===== src/rtl/fp_io_sequencer.sv =====
// Transaction controller for the half-precision adder serial I/O path:
// loads operands A and B bit-serially, runs the adder, and returns the sum LSB-first.
module fp_io_sequencer #(
    parameter int WIDTH   = 16,
    parameter int TIMEOUT = 64
) (
    input  logic             clk_in,
    input  logic             rst_n_in,
    input  logic             start_in,
    input  logic             abort_in,
    input  logic             serial_in,
    input  logic             bit_valid_in,
    output logic             wr_a_out,
    output logic             wr_b_out,
    output logic             op_en_out,
    output logic             add_start_out,
    input  logic             add_done_in,
    input  logic [WIDTH-1:0] result_in,
    output logic             serial_out,
    output logic             serial_valid_out,
    output logic             done_out,
    output logic             busy_out,
    output logic             err_out
);

    localparam int CW = $clog2(WIDTH);
    localparam int TW = $clog2(TIMEOUT);
    localparam logic [CW-1:0] BIT_LAST  = CW'(WIDTH - 1);
    localparam logic [TW-1:0] TIME_LAST = TW'(TIMEOUT - 1);

    typedef enum logic [2:0] {
        IDLE,
        LOAD_A,
        LOAD_B,
        ENABLE,
        START,
        WAIT,
        SHIFT_OUT
    } state_t;

    state_t           state, state_next;
    logic [CW-1:0]    bit_cnt, bit_cnt_next;
    logic [TW-1:0]    time_cnt, time_cnt_next;
    logic [WIDTH-1:0] result, result_next;
    logic             err_next;
    logic             done_next;

    // The operand data line feeds the operand shift registers directly; only its
    // qualifier is consumed here.
    logic unused_serial;
    assign unused_serial = serial_in;

    assign wr_a_out = (state == LOAD_A) && bit_valid_in;
    assign wr_b_out = (state == LOAD_B) && bit_valid_in;
    assign busy_out = (state != IDLE);

    always_comb begin
        // NOTE: every variable gets a default before the case so no path leaves it
        // unassigned, which would otherwise infer a latch.
        state_next    = state;
        bit_cnt_next  = bit_cnt;
        time_cnt_next = time_cnt;
        result_next   = result;
        err_next      = err_out;
        done_next     = 1'b0;

        case (state)
            IDLE: begin
                if (start_in) begin
                    state_next   = LOAD_A;
                    bit_cnt_next = '0;
                    err_next     = 1'b0;
                end
            end
            LOAD_A, LOAD_B: begin
                if (bit_valid_in) begin
                    if (bit_cnt == BIT_LAST) begin
                        state_next   = (state == LOAD_A) ? LOAD_B : ENABLE;
                        bit_cnt_next = '0;
                    end else begin
                        bit_cnt_next = bit_cnt + 1'b1;
                    end
                end
            end
            ENABLE: state_next = START;
            START: begin
                time_cnt_next = '0;
                state_next    = WAIT;
            end
            WAIT: begin
                // A done arriving on the final timeout cycle still wins.
                if (add_done_in) begin
                    result_next  = result_in;
                    bit_cnt_next = '0;
                    state_next   = SHIFT_OUT;
                end else if (time_cnt == TIME_LAST) begin
                    err_next      = 1'b1;
                    time_cnt_next = '0;
                    state_next    = IDLE;
                end else begin
                    time_cnt_next = time_cnt + 1'b1;
                end
            end
            SHIFT_OUT: begin
                result_next = result >> 1;
                if (bit_cnt == BIT_LAST) begin
                    bit_cnt_next = '0;
                    done_next    = 1'b1;
                    state_next   = IDLE;
                end else begin
                    bit_cnt_next = bit_cnt + 1'b1;
                end
            end
            default: state_next = IDLE;
        endcase

        // Abort overrides everything but leaves the sticky error untouched.
        if (abort_in) begin
            state_next    = IDLE;
            bit_cnt_next  = '0;
            time_cnt_next = '0;
            result_next   = '0;
            done_next     = 1'b0;
            err_next      = err_out;
        end
    end

    // Registered outputs are computed from the next state so they line up with
    // the state they describe rather than trailing it by a cycle.
    always_ff @(posedge clk_in or negedge rst_n_in) begin
        if (!rst_n_in) begin
            state            <= IDLE;
            bit_cnt          <= '0;
            time_cnt         <= '0;
            // NOTE: the result register is reset too so a restarted transaction can
            // never shift out a stale sum.
            result           <= '0;
            op_en_out        <= 1'b0;
            add_start_out    <= 1'b0;
            serial_out       <= 1'b0;
            serial_valid_out <= 1'b0;
            done_out         <= 1'b0;
            err_out          <= 1'b0;
        end else begin
            // NOTE: non-blocking assignments so every flop samples pre-edge values.
            state            <= state_next;
            bit_cnt          <= bit_cnt_next;
            time_cnt         <= time_cnt_next;
            result           <= result_next;
            op_en_out        <= (state_next inside {ENABLE, START, WAIT});
            add_start_out    <= (state_next == START);
            serial_out       <= (state_next == SHIFT_OUT) && result_next[0];
            serial_valid_out <= (state_next == SHIFT_OUT);
            done_out         <= done_next;
            err_out          <= err_next;
        end
    end

endmodule


===== config.mk =====
export PLATFORM = sky130hd
export DESIGN_NAME = fp_io_sequencer
export DESIGN_NICKNAME = d
export VERILOG_FILES = /design/src/rtl/fp_io_sequencer.sv
export SDC_FILE = /design/constraint.sdc
export NUM_CORES = 1
export LEC_CHECK = 0
export BUFFER_PORTS_ARGS = -buffer_cell sky130_fd_sc_hd__buf_2
export CAP_MARGIN = 20
export CELL_PAD_IN_SITES_DETAIL_PLACEMENT = 0
export CELL_PAD_IN_SITES_GLOBAL_PLACEMENT = 1
export CORE_AREA = 4 4 69 71
export CTS_CLUSTER_DIAMETER = 120
export DETAILED_ROUTE_END_ITERATION = 10
export DIE_AREA = 0 0 73 75
export GPL_ROUTABILITY_DRIVEN = 0
export PLACE_DENSITY_LB_ADDON = 0.1
export RECOVER_POWER = 25
export SYNTH_ARGS = -nofsm -noshare
export SYNTH_HDL_FRONTEND = slang
export SYNTH_SLANG_ARGS = --single-unit

===== constraint.sdc =====
create_clock -name clk_in -period 4.55 [get_ports clk_in]
set_input_delay 0.2275 -clock clk_in [delete_from_list [all_inputs] [get_ports clk_in]]
set_output_delay 0.2275 -clock clk_in [all_outputs]
set_load 0.01 [all_outputs]

==> impl_metrics.env <==
export IMPL_setup_viol=0
export IMPL_htreeDepth=2
export IMPL_overflow=0
export IMPL_dieHeight_um=75
export IMPL_hold_path_class="in -> reg"
export IMPL_timing_final_hold_violations=0
export IMPL_reg2regPathDepth=4
export IMPL_ys_seq_area_share_pct=46.6
export IMPL_nNetsFinal=237
export IMPL_via_per_inst=5.73
export IMPL_finalMaxSlewViolations=36
export IMPL_drive_gt1_share_pct=20.7
export IMPL_dr_total_vias=1519
export IMPL_drc=0
export IMPL_final_min_period_over_clock_period_pct=49.9
export IMPL_cts_resized=0
export IMPL_worstMarginPinSlew_ns=1.83
export IMPL_clockRootBuffer="clkbuf_8"
export IMPL_cts_hold_buffers=0
export IMPL_cellPowerDensity_nw_per_um2=331
export IMPL_start_util_pct=44.4
export IMPL_antennaDiodeCount=0
export IMPL_ir_worst_vdd_uv=200
export IMPL_core_area_sq_um=4230
export IMPL_grt_antenna_before_repair=0
export IMPL_worstSetupStartpointType="flip-flop"
export IMPL_cts_tree="done"
export IMPL_rsz0062_at_grt="false"
export IMPL_first_iter_violations=87
export IMPL_layout_commonest_cell="dfrtp_1"
export IMPL_avgSynthCellArea_sq_um=10.2
export IMPL_die_area_sq_um=5480
export IMPL_status="finished with violations"
export IMPL_synth_cell_area_sq_um=1880
export IMPL_final_cell_mix="dfrtp_1 (35), buf_2 (29), a21o_1 (19)"
export IMPL_synth_edff_count=0
export IMPL_grt_pass1_wl_um=6620
export IMPL_firstDrtPassIters=4
export IMPL_cp_num_buf_inv=0
export IMPL_grt_max_degree=36
export IMPL_wire_per_inst_um=15.2
export IMPL_cp_max_fo=25
export IMPL_tns_ns=0
export IMPL_synthCells=184
export IMPL_post_cts_buffers=0
export IMPL_crit_slowest_cell="dfrtp_1"
export IMPL_crit_cells=4
export IMPL_num_rows=24
export IMPL_crit_chain="nor4bb_4 -> and2_1 -> nand2_1 -> a211oi_1"
export IMPL_path_clk_slew_ns=0.07
export IMPL_io_buffers=30
export IMPL_clock_path_buffers=2
export IMPL_cp_end_kind="flip-flop"
export IMPL_syn2layout_area_growth_pct=14.8
export IMPL_cts_sinks=35
export IMPL_crit_family="simple AND/OR/NAND/NOR gates"
export IMPL_leakage_nw=1.15
export IMPL_cp_data_required_time_ns=4.74
export IMPL_p_total_w=0.000714
export IMPL_drv_cap=1
export IMPL_grt_use_total_pct=15.9
export IMPL_io_pins=32
export IMPL_dieWidth_um=73
export IMPL_slew_headroom_pct=-22.3
export IMPL_hpwl_um=2830
export IMPL_cts_made_buffers=5
export IMPL_arrival_ns=2.46
export IMPL_fin_worst_skew_ns=0.00751
export IMPL_insertion_delay_ns=0.28
export IMPL_syn_nets=209
export IMPL_critPathMaxStageDelay_ns=0.77
export IMPL_yosys_most_used_dff="dfrtp_1"
export IMPL_violations="max-capacitance violations, max-slew violations"
export IMPL_wl_um=4020
export IMPL_synth_warnings=0
export IMPL_holdPathStages=2
export IMPL_fmax_mhz=441
export IMPL_grt_pass1_vias=1442
export IMPL_critical_path_class="reg -> reg"
export IMPL_postSynth_asyncResetShare_pct=100
export IMPL_min_period_ns=2.27
export IMPL_synth_cell_types=45
export IMPL_ant_nets=0
export IMPL_ys_ff_latch=35
final timing paths:
kind	end	slack, ns	start
min reg2reg	result[1]	0.47	result[1]
max in group asynchronous	result[12]	3.06	rst_n_in
min in group asynchronous	err_out	0.43	rst_n_in
max reg2reg	serial_out	2.28	state[2]
max	serial_out	2.28	state[2]
min	result[15]	0.17	result_in[15]
logic make-up after synthesis:
logic type | after synthesis | synth area share, %
flip-flops | 35 | 46.6
AO/OA/AOI/OAI | 68 | 25.9
buffers and inverters | 11 | 3.26
multiplexers | 2 | 1.07
AND/OR/NAND/NOR | 66 | 21.9
adder cells (fa/ha/maj) | 2 | 1.33
through the flow:
stage	std cells	worst slack, ns	utilization [%]	instance area [sq um]	hold WS, ns
after floorplan	184	2.89	-	1880	-0.0681
after global placement	257	2.33	48.2	2040	0.342
after detailed placement	257	2.26	48.2	2040	0.355
after CTS	265	2.24	50.9	2160	0.0400
after global routing	265	2.02	50.9	2160	0.152
final	265	2.28	50.9	2160	0.166
final cells by class:
cell class	instances	area [sq um]
Timing Repair Buffer	30	149
Sequential cell	35	876
Inverter	2	7.51
Clock buffer	6	82.6
Tap cell	52	65.1
Clock inverter	2	35.0
Fill cell	388	2080
Multi-Input combinational cell	138	941
flip-flops by register name, summed over array words and instances (netlist names):
name / cells
time_cnt: 6
serial_valid_out: 1
result: 16
err_out: 1
bit_cnt: 4
serial_out: 1
add_start_out: 1
op_en_out: 1
state: 3
done_out: 1
power breakdown:
part / switching (W) / total, W / internal, W / leakage (nW)
sequential: 0.0000162 / 0.000334 / 0.000317 / 0.487
clock: 0.000111 / 0.000289 / 0.000177 / 0.0612
combinational: 0.0000521 / 0.0000912 / 0.0000391 / 0.606
metal layers:
metal | vias to the layer above | global-route usage (%) | wire (um)
li1 | 750 | - | -
met1 | 727 | 19.2 | 1830
met2 | 38 | 27.1 | 1920
met3 | 4 | 4.54 | 241
met4 | 0 | 5.74 | 27
met5 | - | 0 | 0
worst register-to-register path: cells and delay by family, from the launching register on:
family	cells	cell delay [ns]
simple gates	3	1.15
compound gates	1	0.25
flops	1	0.77
synth_stat cells, types with 2 or more instances:
master     n  area, sq um
a22o_1    15          131
nand3_1    5         25.0
nand3b_1   2         15.0
and3_1     3         18.8
nand2_1   11         41.3
nor3_1     3         15.0
a211oi_1   3         22.5
buf_2      4         20.0
nand2b_1   4         25.0
o21ai_0   11         55.1
nor4b_1    3         26.3
buf_4      2         15.0
nand4_1    2         12.5
dfrtp_1   35          876
and2_1     3         18.8
nor2_1    11         41.3
clkbuf_1   2         7.51
o22ai_1    2         12.5
inv_1      2         7.51
a21o_1    19          143
nor2b_1    4         25.0
nor3b_1    3         22.5
or4_1      2         15.0
a21oi_1   10         50.1
ha_1       2         25.0
mux2i_1    2         20.0
No activity file was read; power rests on OpenSTA's default activity.
